===== config.mk =====
export PLATFORM = sky130hd
export DESIGN_NAME = mdu_seq
export DESIGN_NICKNAME = d
export VERILOG_FILES = /design/src/rtl/mdu_seq.sv
export SDC_FILE = /design/constraint.sdc
export NUM_CORES = 1
export LEC_CHECK = 0
export CORE_MARGIN = 2
export CORE_UTILIZATION = 55
export DETAILED_ROUTE_END_ITERATION = 8
export MAX_ROUTING_LAYER = met4
export PLACE_DENSITY = 0.81
export SLEW_MARGIN = 25
export SYNTH_ARGS = -nofsm -noshare
export SYNTH_HDL_FRONTEND = slang
export SYNTH_SLANG_ARGS = --single-unit

===== constraint.sdc =====
create_clock -name clk -period 2.95 [get_ports clk]
set_input_delay 0.59 -clock clk [delete_from_list [all_inputs] [get_ports clk]]
set_output_delay 0.59 -clock clk [all_outputs]
set_load 0.1 [all_outputs]

===== src/rtl/mdu_seq.sv =====
// Iterative MULTU/DIVU sequencer owning HI/LO; one shift-add or restoring-subtract step per clk, WIDTH cycles busy.
// Divider and DIV state exist only when MDU_DIV_EN is defined; otherwise DIVU completes as a one-cycle no-op.
module mdu_seq #(
   parameter int WIDTH = 32
) (
   input  logic             clk,
   input  logic             rst,
   input  logic             start,
   input  logic [1:0]       op,
   input  logic [WIDTH-1:0] a,
   input  logic [WIDTH-1:0] b,
   output logic [WIDTH-1:0] hi,
   output logic [WIDTH-1:0] lo,
   output logic             busy,
   output logic             done,
   output logic             div0
);

   localparam int CW = $clog2(WIDTH);

`ifdef MDU_DIV_EN
   typedef enum logic [1:0] {S_IDLE, S_MUL, S_DIV, S_DONE} state_t;
`else
   typedef enum logic [1:0] {S_IDLE, S_MUL, S_DONE} state_t;
`endif

   state_t             state_q, state_d;
   logic [CW-1:0]      cnt_q, cnt_d;
   logic [2*WIDTH-1:0] acc_q, acc_d;
   logic [WIDTH-1:0]   opa_q, opa_d;     // multiplicand, or divisor
   logic [WIDTH-1:0]   mplier_q, mplier_d;
   logic [WIDTH-1:0]   hi_q, hi_d;
   logic [WIDTH-1:0]   lo_q, lo_d;
   logic [WIDTH:0]     mul_sum;
   logic               last;
   logic               accept;
`ifdef MDU_DIV_EN
   logic [WIDTH:0]     div_trial;
   logic               div_ok;
   logic               div0_q, div0_d;
`endif

   assign last   = (cnt_q == CW'(WIDTH - 1));
   assign accept = start && (state_q == S_IDLE || state_q == S_DONE);

   always_comb begin
      state_d  = state_q;
      cnt_d    = cnt_q;
      acc_d    = acc_q;
      opa_d    = opa_q;
      mplier_d = mplier_q;
      hi_d     = hi_q;
      lo_d     = lo_q;
      mul_sum  = '0;
`ifdef MDU_DIV_EN
      div0_d    = div0_q;
      div_trial = '0;
      div_ok    = 1'b0;
`endif
      if (accept) begin
         cnt_d = '0;
`ifdef MDU_DIV_EN
         div0_d = 1'b0;
`endif
         case (op)
            2'b00: begin
               opa_d    = a;
               mplier_d = b;
               acc_d    = '0;
               state_d  = S_MUL;
            end
            2'b01: begin
`ifdef MDU_DIV_EN
               opa_d   = b;
               acc_d   = {{WIDTH{1'b0}}, a};
               state_d = S_DIV;
`else
               state_d = S_DONE;
`endif
            end
            2'b10: begin
               hi_d    = a;
               state_d = S_IDLE;
            end
            2'b11: begin
               lo_d    = a;
               state_d = S_IDLE;
            end
         endcase
      end else begin
         case (state_q)
            S_MUL: begin
               mul_sum  = {1'b0, acc_q[2*WIDTH-1:WIDTH]} + (mplier_q[0] ? {1'b0, opa_q} : '0);
               acc_d    = {mul_sum, acc_q[WIDTH-1:1]};
               mplier_d = mplier_q >> 1;
               cnt_d    = cnt_q + 1'b1;
               if (last) begin
                  {hi_d, lo_d} = acc_d;
                  cnt_d        = '0;
                  state_d      = S_DONE;
               end
            end
`ifdef MDU_DIV_EN
            S_DIV: begin
               // Zero divisor never "borrows": quotient fills with ones and the
               // dividend shifts whole into the remainder half.
               div_trial = {acc_q[2*WIDTH-1:WIDTH], acc_q[WIDTH-1]} - {1'b0, opa_q};
               div_ok    = !div_trial[WIDTH] || (opa_q == '0);
               if (div_ok)
                  acc_d = {div_trial[WIDTH-1:0], acc_q[WIDTH-2:0], 1'b1};
               else
                  acc_d = {acc_q[2*WIDTH-2:0], 1'b0};
               cnt_d = cnt_q + 1'b1;
               if (last) begin
                  hi_d    = acc_d[2*WIDTH-1:WIDTH];
                  lo_d    = acc_d[WIDTH-1:0];
                  div0_d  = (opa_q == '0);
                  cnt_d   = '0;
                  state_d = S_DONE;
               end
            end
`endif
            S_DONE:  state_d = S_IDLE;
            default: state_d = state_q;
         endcase
      end
   end

   always_ff @(posedge clk) begin
      if (rst) begin
         state_q  <= S_IDLE;
         cnt_q    <= '0;
         acc_q    <= '0;
         opa_q    <= '0;
         mplier_q <= '0;
         hi_q     <= '0;
         lo_q     <= '0;
`ifdef MDU_DIV_EN
         div0_q   <= 1'b0;
`endif
      end else begin
         state_q  <= state_d;
         cnt_q    <= cnt_d;
         acc_q    <= acc_d;
         opa_q    <= opa_d;
         mplier_q <= mplier_d;
         hi_q     <= hi_d;
         lo_q     <= lo_d;
`ifdef MDU_DIV_EN
         div0_q   <= div0_d;
`endif
      end
   end

   assign hi   = hi_q;
   assign lo   = lo_q;
   assign busy = (state_q == S_MUL)
`ifdef MDU_DIV_EN
              || (state_q == S_DIV)
`endif
              ;
   assign done = (state_q == S_DONE);
`ifdef MDU_DIV_EN
   assign div0 = div0_q;
`else
   assign div0 = 1'b0;
`endif

endmodule


After elaboration in Yosys (flattened, before gate mapping)
Cells that the tools add are included.
{"block": "op_classes", "reduce_logical": 14, "mux": 20, "n_eq_ne": 10, "add_sub_neg": 2}
{"cell": "two-way mux 32 bit", "n": 12}
{"cell": "two-way mux 64 bit", "n": 3}
{"cell": "adder 32 x 32 -> 33 bit", "n": 1}
{"cell": "equality test 2 bit (second input constant)", "n": 3}
{"cell": "inequality test 2 x 1 -> 1 bit (second input constant)", "n": 3}
{"cell": "one-hot mux 2 bit (3 select lines)", "n": 1}
{"cell": "AND reduction 2 bit", "n": 3}
{"cell": "AND reduction 3 bit", "n": 2}
{"cell": "adder 5 x 1 -> 5 bit (second input constant)", "n": 1}
{"cell": "equality test 5 bit (second input constant)", "n": 1}
{"cell": "two-way mux 5 bit", "n": 1}
{"cell": "equality test 2 x 1 -> 1 bit (second input constant)", "n": 2}
{"cell": "logical NOT 2 bit", "n": 2}
{"cell": "two-way mux 2 bit", "n": 2}
{"cell": "one-hot mux 2 bit (2 select lines)", "n": 1}
{"cell": "nonzero test 2 bit", "n": 2}
{"cell": "OR reduction 2 bit", "n": 2}
{"cell": "inequality test 3 x 1 -> 1 bit (second input constant)", "n": 1}
{"cell": "nonzero test 3 bit", "n": 1}
{"cell": "logical AND 1 bit", "n": 1}
{"cell": "logical OR 1 bit", "n": 1}
{"block": "totals", "ff_bits": 199, "input_bits": 69}

Depth between registers and ports, before layout
{"block": "logic_depth", "depth_word": 5, "depth_mapped": 11}

Worst setup path after synthesis
Ideal clock, no wire load.
{"block": "synth_path", "kind": "register -> register", "start": "reg state_q[0]", "end": "reg acc_q[34]", "slack_ns": 0.067, "t_arrival_ns": 2.755, "synth_period_minus_slack_ns": 2.883, "setup_time_ns": 0.128, "stages_incl_launch_ff": 9, "required_time_ns": 2.822, "path_cell_list": "dfxtp_1 -> inv_1 -> ha_1 -> o21ai_1 -> nor3_1 -> a21oi_1 -> clkbuf_1 -> a21oi_1 -> nor2_1"}
{"block": "synth_via", "elab_chain_cells": 5, "word_cells_on_any_way": 9, "cone_classes": "eq/ne (3); mux (1); reduce/logical (5)"}
{"element": "from (decl)", "line": "27", "rtl": "state_t state_q, state_d;"}
{"element": "from (signal assigned)", "line": "142", "rtl": "state_q <= state_d;"}
{"element": "equality test 2 bit (*)"}
{"element": "net done", "line": "15", "rtl": "output logic done,"}
{"element": "logical OR 1 bit (*)", "line": "44", "rtl": "assign accept = start && (state_q == S_IDLE || state_q == S_DONE);"}
{"element": "logical AND 1 bit (*)", "line": "44"}
{"element": "inequality test 2 x 1 -> 1 bit (no line) or nonzero test 2 bit (tied branches)"}
{"element": "AND reduction 2 bit (no line)"}
{"element": "to (signal assigned)", "line": "133", "rtl": "acc_q <= '0;"}
{"element": "to (signal assigned)", "line": "144", "rtl": "acc_q <= acc_d;"}
{"element": "to (decl)", "line": "29", "rtl": "logic [2*WIDTH-1:0] acc_q, acc_d;"}
Mark *: on every way through the listed nets, which the timed path passes. The rest lies on a longest branch.
A chain may end at the register's enable or synchronous reset.

Worst setup path after layout
{"block": "layout_path", "start": "reg mplier_q[0]", "end": "reg hi_q[26], in the netlist hi[26]"}
{"block": "layout_via", "elab_chain_cells": 5}
{"element": "from (decl)", "line": "31", "rtl": "logic [WIDTH-1:0] mplier_q, mplier_d;"}
{"element": "from (signal assigned)", "line": "146", "rtl": "mplier_q <= mplier_d;"}
{"element": "two-way mux 32 bit", "line": "93", "rtl": "mul_sum = {1'b0, acc_q[2*WIDTH-1:WIDTH]} + (mplier_q[0] ? {1'b0, opa_q} : '0);"}
{"element": "adder 32 x 32 -> 33 bit", "line": "93"}
{"element": "two-way mux 32 bit", "line": "97", "rtl": "if (last) begin"}
{"element": "two-way mux 32 bit", "line": "91", "rtl": "case (state_q)"}
{"element": "two-way mux 32 bit", "line": "60", "rtl": "if (accept) begin"}
{"element": "to (signal assigned)", "line": "147", "rtl": "hi_q <= hi_d;"}
{"element": "to (decl)", "line": "32", "rtl": "logic [WIDTH-1:0] hi_q, hi_d;"}
Every way passes these cells. The select of a mux whose other input is x is not followed.

==> flow_summary.yaml <==
global_routing:
  antenna_found_initial: 1
  grt_start_max_net_pins: 125
  grt_pass1_vias: 8774
  grt_use_total_pct: 31.9
  grt-ovfl-total: 0
  grt_pass1_wl_mm: 45.8
pwr:
  pwr-share-comb_pct: 23.9
  ir_worst_vdd_mv: 0.444
  swShare_pct: 35.6
  leakagePower_nw: 4.48
  p_total_mw: 6.94
  cellInternalPower_mw: 4.47
  seq_power_share_pct: 41.7
  power.switching_mw: 2.47
  powerDensity_nw_per_um2: 574
  p_clk_share_pct: 34.4
clock_network:
  cts-root-buf: "clkbuf_16"
  clock_sinks: 198
  clockBufferDepth: 2
  clk_latency_ns: 0.45
  h-tree-depth: 4
  cts_tree: "yes"
  postCtsHoldBufs: 0
  numCtsBuffers: 17
  path_clk_slew_ns: 0.07
timing:
  finalWorstSetupSlack_ns: 0.183
  timing.hold.ws_ns: 0.455
  hold_violations: 0
  setup-violations-final: 0
  grt_setup_unrepaired: "no"
  fin_setup_tns_ns: 0
  maxSlewViolCount: 0
  worst_slew_margin_rel_pct: 54.6
  fmax_mhz: 361
  finalCritPeriodShare_pct: 93.8
  skew_ns: 0.0192
  min_period_ns: 2.77
  worst_pin_slew_ns: 0.680
die:
  initial_core_util_pct: 56.6
  die_w_microns: 138
  dieArea_sq_um: 19000
  core_sq_um: 17400
  chipHeight_microns: 138
  num_io_pins: 136
  rows: 48
drt:
  vias: 9749
  dr.pass1.iters: 7
  wl_per_cell_microns: 18.2
  postRouteAntennaNets: 0
  viasPerCell: 5.99
  drt-total-wl_mm: 29.7
  drc: 0
  drtIter0Drc: 1019
setup_path:
  r2r_start: "mplier_q[0]$_SDFFE_PP0P_"
  r2r_cells: 10
  critPathMaxFanout: 6
  startpoint: "mplier_q[0]$_SDFFE_PP0P_"
  crit_type: "reg -> reg"
  worstSetupStartpointType: "flop"
  worst_setup_path_end_kind: "flop"
  worstPathRequired_ns: 3.31
  cp.arrival_ns: 3.12
synth:
  synth.cell_area_sq_um: 9830
  synth_edf_count: 0
  ys_seq_area_share_pct: 40.3
  synthTopCellsByCount: "nand2_1, dfxtp_1, nor2_1"
  netlist_instances: 1277
  yosysWarnings: 0
  ys.flop_type: "dfxtp_1"
  yosys-top-cells-area: "dfxtp_1, nand2_1, a311oi_1"
  synth_most_common_cell: "nand2_1"
  avgSynthCellArea_sq_um: 7.70
  synth_top_area_share_pct: 40.3
  synth_top_area_cell: "dfxtp_1"
  synthDistinctLibCells: 62
  synth_nets: 1384
  ys_ff_latch: 198
  async_flop_share_pct: 0
layout:
  fin_nets: 1495
  design_area_sq_um: 12100
  finalNonFillerCells: 1627
  drive_gt1_share_pct: 12.6
  finish.utilization_pct: 69.7
  area_growth_pct: 23.0
placement:
  routabilityCongestion: 1.00
  port_buffers: 134
  dp_cells: 1594
  pre_cts_ws_ns: 0.154
  dp_hpwl_mm: 20.7
  place_area_sq_um: 11400
hold_path:
  hp-start: "opa_q[24]$_SDFFE_PP0P_"
  hold_depth: 2
  hp-class: "reg -> reg"
run_status:
  status: "finished clean"
run:
  drv_cap: 0
-- state kept, by name, indices dropped and copies added, names as in the netlist --
signal	cells
mplier_q	32
cnt_q	5
state_q	2
hi	32
lo	32
acc_q	63
opa_q	32
-- critical path, stage by stage (launching register included) --
cell and delay (ns):
dfxtp_2 0.35, buf_4 0.16, and2_1 0.13, ha_1 0.34, a21oi_1 0.23, o211ai_2 0.18
a221oi_4 0.34, o211ai_2 0.18, and2_4 0.18, a311o_1 0.38, a311oi_2 0.23
-- layout by cell type (no fill, tap or decap), types with 14 or more instances in the layout --
cell,synthesis,final
nand2_1,288,286
dfxtp_1,198,197
nor2_1,131,130
a21oi_1,128,126
buf_4,1,112
a311oi_1,80,80
clkdlybuf4s50_1,0,67
nand3_1,51,51
and2_1,40,40
ha_1,37,36
o21ai_0,32,31
nor3_1,21,19
clkbuf_16,0,17
a211oi_1,15,14
-- power groups by stage --
| stage | clock (mW) | combinational [mW] | sequential (mW) |
|---|---|---|---|
| 6_report | 2.38 | 1.66 | 2.89 |
| 2_1_floorplan | 0 | 0.665 | 3.41 |
| 3_3_place_gp | 0 | 1.62 | 2.95 |
| 3_5_place_dp | 0 | 1.64 | 2.96 |
| 5_1_grt | 2.51 | 1.75 | 2.91 |
| 4_1_cts | 2.40 | 1.64 | 2.89 |
-- final timing paths --
| path | end | slack [ns] |
|---|---|---|
| min reg2reg | opa_q[24]$_SDFFE_PP0P_ | 0.46 |
| max | hi[26]$_SDFFE_PP0P_ | 0.18 |
| min | opa_q[24]$_SDFFE_PP0P_ | 0.46 |
| max reg2reg | hi[26]$_SDFFE_PP0P_ | 0.18 |
-- cell type report --
| type | instances | area [sq um] |
|---|---|---|
| Antenna cell | 1 | 2.50 |
| Fill cell | 1434 | 5270 |
| Tap cell | 225 | 282 |
| Clock buffer | 17 | 425 |
| Multi-Input combinational cell | 976 | 5530 |
| Sequential cell | 198 | 3970 |
| Timing Repair Buffer | 188 | 1680 |
| Clock inverter | 15 | 180 |
| Inverter | 7 | 26.3 |
-- logic make-up after synthesis --
group / synth area share, %
and+or+nand+nor: 25.5
AOI/OAI and AO/OA: 22.4
DFF: 40.3
buffers and inverters: 4.13
adders and majority gates: 4.91
xor gates and xnor gates: 2.05
muxes: 0.624
other: 0.0382
-- layer usage --
| layer | wire length, microns | track usage [%] | share of wire [%] |
|---|---|---|---|
| met5 | 0 | - | 0 |
| met4 | 570 | 8.65 | 1.9 |
| met3 | 2570 | 7.06 | 8.7 |
| met2 | 13400 | 47.9 | 45 |
| met1 | 13100 | 43.5 | 44 |
-- what timing repair did --
item                                    4_1_cts  5_1_grt
resized for setup                             0        8
buffers inserted                              0        0
endpoints found under the setup margin        0       11
No activity file was read; power rests on OpenSTA's default activity.
